### src/rtl/mux_arbiter.sv
// mux_arbiter: two-requester arbiter that shares one WIDTH-bit select mux and
// feeds a single-entry registered output stage with a valid/ready handshake.
// Each grant lasts at most MAX_BURST accepted beats. When the burst limit is
// reached, or the owner stops asking, the grant moves straight to the other
// requester if it is asking, so there is no idle cycle between owners.
// Configuration: define MUX_ARB_FIXED_PRIO_EN to let requester 1 win every tie.
// When it is undefined (the default build), ties alternate round-robin.
module mux_arbiter #(
    parameter int WIDTH     = 8,
    parameter int MAX_BURST = 4
) (
    input  logic             clk,
    input  logic             rst_n,
    input  logic [WIDTH-1:0] input_1,
    input  logic             valid_1,
    output logic             ready_1,
    input  logic [WIDTH-1:0] input_2,
    input  logic             valid_2,
    output logic             ready_2,
    output logic             sel,
    output logic [WIDTH-1:0] output_1,
    output logic             out_valid,
    input  logic             out_ready
);

    localparam int               CNT_W     = $clog2(MAX_BURST) + 1;
    localparam logic [CNT_W-1:0] LAST_BEAT = CNT_W'(MAX_BURST - 1);

    typedef enum logic [1:0] {
        IDLE    = 2'd0,
        GRANT_1 = 2'd1,
        GRANT_2 = 2'd2
    } state_t;

    state_t           r_state;
    state_t           w_next_state;
    state_t           w_other_state;
    logic [CNT_W-1:0] r_beat_cnt;
    logic [CNT_W-1:0] w_next_cnt;
    logic [WIDTH-1:0] r_out_data;
    logic             r_out_valid;

    logic             w_grant_1;
    logic             w_grant_2;
    logic             w_pipe_ok;
    logic             w_accept;
    logic             w_cur_valid;
    logic             w_other_valid;
    logic             w_burst_end;
    logic             w_release;
    logic             w_tie_to_2;
    logic             w_keep_first;
    logic [WIDTH-1:0] w_mux_data;

    assign w_grant_1     = (r_state == GRANT_1);
    assign w_grant_2     = (r_state == GRANT_2);
    assign w_pipe_ok     = !r_out_valid || out_ready;
    assign w_cur_valid   = w_grant_2 ? valid_2 : valid_1;
    assign w_other_valid = w_grant_2 ? valid_1 : valid_2;
    assign w_other_state = w_grant_2 ? GRANT_1 : GRANT_2;
    assign w_accept      = (w_grant_1 || w_grant_2) && w_pipe_ok && w_cur_valid;
    assign w_burst_end   = w_accept && (r_beat_cnt == LAST_BEAT);
    assign w_release     = w_burst_end || ((w_grant_1 || w_grant_2) && !w_cur_valid);
    assign w_mux_data    = sel ? input_2 : input_1;

    assign sel       = w_grant_2;
    assign ready_1   = w_grant_1 && w_pipe_ok;
    assign ready_2   = w_grant_2 && w_pipe_ok;
    assign output_1  = r_out_data;
    assign out_valid = r_out_valid;

`ifdef MUX_ARB_FIXED_PRIO_EN
    // Requester 1 wins every tie, so history is not needed. A requester 1
    // whose burst just ran out keeps the grant as long as it is still asking.
    assign w_tie_to_2   = 1'b0;
    assign w_keep_first = w_grant_1;
`else
    logic r_last;

    // Remember who was released most recently (1 = requester 2). Coming out
    // of reset this reads as requester 2, so requester 1 wins the first tie.
    always_ff @(posedge clk or negedge rst_n) begin
        if (!rst_n) begin
            r_last <= 1'b1;
        end else if (w_release) begin
            r_last <= w_grant_2;
        end
    end

    assign w_tie_to_2   = !r_last;
    assign w_keep_first = 1'b0;
`endif

    // Arbitration state and per-grant beat counter.
    always_ff @(posedge clk or negedge rst_n) begin
        if (!rst_n) begin
            r_state    <= IDLE;
            r_beat_cnt <= '0;
        end else begin
            r_state    <= w_next_state;
            r_beat_cnt <= w_next_cnt;
        end
    end

    // Grant selection. A release hands the grant straight to the other
    // requester when it is waiting; otherwise the current owner is granted
    // again only if the release was due to the burst limit.
    always_comb begin
        w_next_state = r_state;
        w_next_cnt   = r_beat_cnt;
        unique case (r_state)
            IDLE: begin
                if (valid_1 && valid_2) begin
                    w_next_state = w_tie_to_2 ? GRANT_2 : GRANT_1;
                end else if (valid_1) begin
                    w_next_state = GRANT_1;
                end else if (valid_2) begin
                    w_next_state = GRANT_2;
                end
            end
            GRANT_1, GRANT_2: begin
                if (w_release) begin
                    w_next_cnt = '0;
                    if (w_keep_first && w_burst_end) begin
                        w_next_state = r_state;
                    end else if (w_other_valid) begin
                        w_next_state = w_other_state;
                    end else if (w_burst_end) begin
                        w_next_state = r_state;
                    end else begin
                        w_next_state = IDLE;
                    end
                end else if (w_accept) begin
                    w_next_cnt = r_beat_cnt + 1'b1;
                end
            end
            default: begin
                w_next_state = IDLE;
                w_next_cnt   = '0;
            end
        endcase
    end

    // Single-entry output stage. A new beat overwrites the word being
    // drained in the same cycle; the word is otherwise held until taken.
    always_ff @(posedge clk or negedge rst_n) begin
        if (!rst_n) begin
            r_out_data  <= '0;
            r_out_valid <= 1'b0;
        end else if (w_accept) begin
            r_out_data  <= w_mux_data;
            r_out_valid <= 1'b1;
        end else if (out_ready) begin
            r_out_valid <= 1'b0;
        end
    end

endmodule
### config.mk
export PLATFORM = sky130hd
export DESIGN_NAME = mux_arbiter
export DESIGN_NICKNAME = d
export VERILOG_FILES = /design/src/rtl/mux_arbiter.sv
export SDC_FILE = /design/constraint.sdc
export NUM_CORES = 1
export LEC_CHECK = 0
export ABC_AREA = 0
export CAP_MARGIN = 15
export CORE_ASPECT_RATIO = 0.7
export CORE_UTILIZATION = 39
export CTS_BUF_LIST = sky130_fd_sc_hd__clkbuf_16
export CTS_CLUSTER_SIZE = 25
export DETAILED_ROUTE_END_ITERATION = 16
export GPL_ROUTABILITY_DRIVEN = 0
export MAX_ROUTING_LAYER = met4
export PLACE_DENSITY = 0.77
export SLEW_MARGIN = 20
export SYNTH_ARGS = -nofsm -noshare
export SYNTH_HDL_FRONTEND = slang
export SYNTH_SLANG_ARGS = --single-unit
### constraint.sdc
create_clock -name clk -period 1.5 [get_ports clk]
set_input_delay 0.3 -clock clk [delete_from_list [all_inputs] [get_ports clk]]
set_output_delay 0.3 -clock clk [all_outputs]
set_load 0.005 [all_outputs]
# Word-level counts from Yosys, hierarchy flattened
# Cells that the tools add are included.
[classes]
n_addsub = 1
n_eq_ne = 7
n_mux = 17
bitwise_logic = 1
n_reduce_logical = 17
[ops]
columns = ["cell", "n"]
rows = [
  ["2-bit 2-to-1 mux", 8],
  ["8-bit 2-to-1 mux", 1],
  ["1-bit logical AND", 7],
  ["3-bit 2-to-1 mux", 2],
  ["3-bit != test, second input constant", 2],
  ["3-bit case mux with 2 select lines", 1],
  ["1-bit 2-to-1 mux", 4],
  ["4-bit != test, second input constant", 1],
  ["2-bit case mux with 2 select lines", 1],
  ["3-bit by 1-bit adder with 3-bit output, second input constant", 1],
  ["3-bit by 2-bit equality test with 1-bit output, second input constant", 1],
  ["1-bit logical OR", 3],
  ["3-bit AND reduction", 1],
  ["2-bit by 1-bit equality test with 1-bit output, second input constant", 1],
  ["2-bit equality test, second input constant", 1],
  ["1-bit zero test", 2],
  ["2-bit zero test", 1],
  ["2-bit != test, second input constant", 1],
  ["2-bit AND reduction", 1],
  ["2-bit nonzero test", 1],
  ["2-bit OR reduction", 1],
  ["1-bit NOT", 1],
]
[totals]
ff_bits = 15
in_bits = 21
output_inout_bits = 12

# Depth between registers and ports, before layout
[logic_depth]
ltp_word = 9
ltp_mapped = 7
ltp_nobuf = 6

# Worst setup path after synthesis
# No wires, ideal clock.
[synth_timing]
path_type = "register to register"
startpoint = "register r_state[0]"
endpoint = "register r_out_data[0] (netlist: output_1[0])"
t_arrival_ns = 1.553
t_required_ns = 1.375
setup_slack_ns = -0.178
stages_incl_launch_ff = 6
path_buffers = 1
synth_period_minus_slack_ns = 1.678
path_cell_list = "dfrtp_1 > inv_1 > ha_1 > buf_2 > mux2_2 > mux2_4"
[synth_via]
elab_chain_cells = 4
elab_cells_between_ends = 7
classes_between = "2 x eq/ne; 2 x mux; 3 x reduce/logical"
[synth_rtl]
columns = ["item", "line", "text"]
rows = [
  ["start, declared", "35", "state_t r_state;"],
  ["start signal, assigned", "100", "r_state <= w_next_state;"],
  ["2-bit equality test (*)", "56", "assign w_grant_2 = (r_state == GRANT_2);"],
  ["via sel", "20", "output logic sel,"],
  ["1-bit logical OR", "61", "assign w_accept = (w_grant_1 || w_grant_2) && w_pipe_ok && w_cur_valid;"],
  ["1-bit logical AND (2 in a row)", "61", ""],
  ["end signal, assigned", "151", "r_out_data <= w_mux_data;"],
  ["end, declared", "40", "logic [WIDTH-1:0] r_out_data;"],
]
# The timed path passes the listed nets; every way through them passes the cells marked *.
# A chain may end at the register's enable or synchronous reset.

# Worst setup path after layout
[layout_timing]
startpoint = "register r_state[0]"
endpoint = "register r_state[1]"
[layout_via]
elab_chain_cells = 8
elab_cells_between_ends = 21
classes_between = "5 x eq/ne; 6 x mux; 10 x reduce/logical"
[layout_rtl]
columns = ["item", "line", "text"]
rows = [
  ["2-bit by 1-bit equality test with 1-bit output / 2-bit equality test (equally long branches)", "55, 111, 56", ""],
  ["1-bit logical OR", "61, 63", ""],
  ["1-bit logical AND (2 in a row)", "61", ""],
  ["1-bit logical AND", "62", "assign w_burst_end = w_accept && (r_beat_cnt == LAST_BEAT);"],
  ["1-bit logical OR", "63", "assign w_release = w_burst_end || ((w_grant_1 || w_grant_2) && !w_cur_valid);"],
  ["2-bit != test (no line)", "-", ""],
  ["3-bit AND reduction (no line)", "-", ""],
]
# Parallel ways exist; a longest one is shown, timed or not. The select of a mux whose other input is x is not followed.

==> results.json <==
{
  "run_status": "finished, violations left",
  "violations": "negative setup slack",
  "critPathLaunchType": "register",
  "min_period_ps": 1720,
  "cts.clk_slew.worst_paths_ps": 50,
  "die_h_um": 42.8,
  "stdcell_area_um2": 1610,
  "synthesis.nets": 102,
  "cp-end-kind": "register",
  "postRouteWirelength_mm": 2.24,
  "routed_wire_length_per_instance_um": 13.8,
  "stdcell_count": 163,
  "setup_ws_ps": -218,
  "drive_gt1_share_pct": 42.7,
  "path_delay_family": "compound AO/OA/AOI/OAI gates",
  "critPathBufInv": 3,
  "viasPerCell": 4.77,
  "synth.area.mux_share_pct": 26.1,
  "drt_iter0_drc": 14,
  "powerDensity_nw_per_um2": 1980,
  "place_ws_ps": -474,
  "setup_viol": 16,
  "setup_tns_ps": -2500,
  "cap_violations": 0,
  "die_x_um": 60.2,
  "fillers": 153,
  "worst_ir_drop_vdd_uv": 1020,
  "seq_area_frac_synth_pct": 40.7,
  "path_class": "register to register",
  "async_reset_ff_share_pct": 100,
  "drt_first_pass_iters": 4,
  "p_leak_nw": 0.749,
  "grt_pass1_vias": 750,
  "synth-seq-cells": 15,
  "synth_edf_count": 0,
  "clk_latency_ps": 240,
  "tightest_slew_ps": 310,
  "htreeDepth": 1,
  "port_buffers": 32,
  "row_count": 14,
  "clock_sinks": 15,
  "initial_utilization_pct": 42.3,
  "antenna_found_initial": 0,
  "crit_top_cell": "buf_6",
  "area_delta_synth_final_pct": 74.1,
  "path_cells": "inv_2 > ha_4 > buf_6 > mux2i_4 > nor2b_4 > buf_6 > a22o_1 > a32o_1",
  "dp.cells": 150,
  "relSlewSlack_pct": 79.3,
  "drc": 0,
  "pin_count": 33,
  "synth-compound-area-share_pct": 10.8,
  "cts_tree": "yes",
  "synthCells": 75,
  "numCtsBuffers": 3,
  "synth-main-ff-cell": "dfrtp_1",
  "vias": 778,
  "design.core.area_um2": 2190,
  "hold_viol": 0,
  "hold_path.class": "input pin to async pin",
  "arrival_ps": 1850,
  "diodes": 0,
  "layout.nets": 159,
  "rsz0062_at_grt": "yes",
  "yosysWarnings": 0,
  "synth_area_um2": 926,
  "synth_top_family_by_area": "multiplexers",
  "synthAdderAreaFrac_pct": 8.11,
  "ant_nets": 0,
  "grt_start_max_net_pins": 16,
  "synthSimpleGateAreaFrac_pct": 10.9,
  "grt_pass1_wl_mm": 3.47,
  "fin_skew_ps": 0.944,
  "crit_path_top_delay_cell": "dfrtp_1",
  "max_stage_delay_ps": 390,
  "cts_root_buffer": "clkbuf_16",
  "max_freq_ghz": 0.582,
  "synth_xor_area_share_pct": 0,
  "crit_required_ps": 1630,
  "critPathMaxFanout": 4,
  "finalMaxSlewViolations": 0,
  "placed_area_um2": 1380,
  "clock_path_buffers": 2,
  "whs_ps": 386,
  "ctsHoldBuffers": 0,
  "overflow": 0,
  "syn_area_per_cell_um2": 12.3,
  "ys_types": 29,
  "final.period_utilization_pct": 115,
  "hpwl_mm": 1.66,
  "die-area_um2": 2580,
  "grt_use_total_pct": 19.5
}
[cell families (layout without fill, tap and decap cells)]
family / count (synthesis) / count (layout)
adder cells (fa/ha/maj): 6 / 6
buffers and inverters: 6 / 62
multiplexers: 19 / 19
AO/OA/AOI/OAI: 14 / 14
flip-flops: 15 / 15
AND/OR/NAND/NOR: 15 / 15
[layout by cell type, fill, tap and decap left out, types with 2 or more instances in the layout]
cell type        synthesis  layout
clkbuf_16                0       3
a22o_1                   3       3
dfrtp_1                 14      14
buf_6                    1       9
nor2_1                   2       2
mux2_2                   8       8
nand2_1                  2       2
ha_1                     6       5
buf_4                    0      15
o21ai_0                  2       2
clkdlybuf4s50_1          0      27
a32o_1                   2       2
inv_1                    4       4
a21o_1                   2       2
a21oi_1                  3       2
dlymetal6s2s_1           0       2
mux2_4                   8       8
[metrics by stage]
step	util (%)	power (mW)
after floorplan	-	1.66
after global placement	63.0	2.28
after detailed placement	63.0	2.32
after CTS	69.7	2.99
after global routing	73.6	3.38
final	73.6	3.18
[cell usage after synthesis (2+ instances only)]
master / n / area share, %
dfrtp_1: 14 / 38
mux2_2: 8 / 9.7
mux2_4: 8 / 13
ha_1: 6 / 8.1
inv_1: 4 / 1.6
a21oi_1: 3 / 1.6
a22o_1: 3 / 2.8
a21o_1: 2 / 1.6
a32o_1: 2 / 2.2
and2_1: 2 / 1.4
mux2i_1: 2 / 2.2
nand2_1: 2 / 0.81
nor2_1: 2 / 0.81
o21ai_0: 2 / 1.1
[layout make-up]
| class | instances | area [µm²] | share of cell area [%] |
|---|---|---|---|
| Clock inverter | 1 | 3.75 | 0.233 |
| Clock buffer | 3 | 75.1 | 4.66 |
| Tap cell | 32 | 40.0 | 2.48 |
| Inverter | 4 | 15.0 | 0.932 |
| Sequential cell | 15 | 377 | 23.4 |
| Timing Repair Buffer | 54 | 518 | 32.1 |
| Multi-Input combinational cell | 54 | 583 | 36.2 |
[sequential cells by signal, indices dropped and copies added (netlist names)]
| register | cells |
|---|---|
| out_valid | 1 |
| r_state | 2 |
| output_1 | 8 |
| r_beat_cnt | 3 |
| r_last | 1 |
[power by group]
| part | switching (mW) | internal (mW) | total, mW |
|---|---|---|---|
| combinational | 0.694 | 1.27 | 1.97 |
| clock | 0.156 | 0.352 | 0.508 |
| sequential | 0.113 | 0.596 | 0.709 |
| total | 0.963 | 2.22 | 3.18 |
[routing by layer]
metal	wire length, µm	up-vias	global-route usage (%)
met1	1010	380	25.1
met3	84	4	5.79
met2	1110	16	29.5
li1	-	378	-
met4	27	0	5.58
met5	0	-	-
[worst register-to-register path, cell delays in order (launching register included)]
cell and delay (ps):
dfrtp_1 390, inv_2 80, ha_4 140, buf_6 100, mux2i_4 230, nor2b_4 90
buf_6 130, a22o_1 230, a32o_1 210
[repair_timing]
action | 4_1_cts | 5_1_grt
setup endpoints to repair | 16 | 19
buffers inserted | 5 | 4
gates cloned | 0 | 0
resized for setup | 12 | 18
pin swaps | 5 | 3
[path summary, 6_finish.rpt]
| check | cells past startpoint | slack, ps | endpoint | start |
|---|---|---|---|---|
| min | 2 | 390 | output_1[2] | rst_n |
| max in group asynchronous | 2 | 870 | r_last | rst_n |
| max reg2reg | 8 | -220 | r_state[1] | r_state[0] |
| min in group clk | 1 | 490 | r_beat_cnt[0] | r_beat_cnt[0] |
| max | 8 | -220 | r_state[1] | r_state[0] |
| min reg2reg | 1 | 490 | r_beat_cnt[0] | r_beat_cnt[0] |
(Power assumes the default switching activity.)
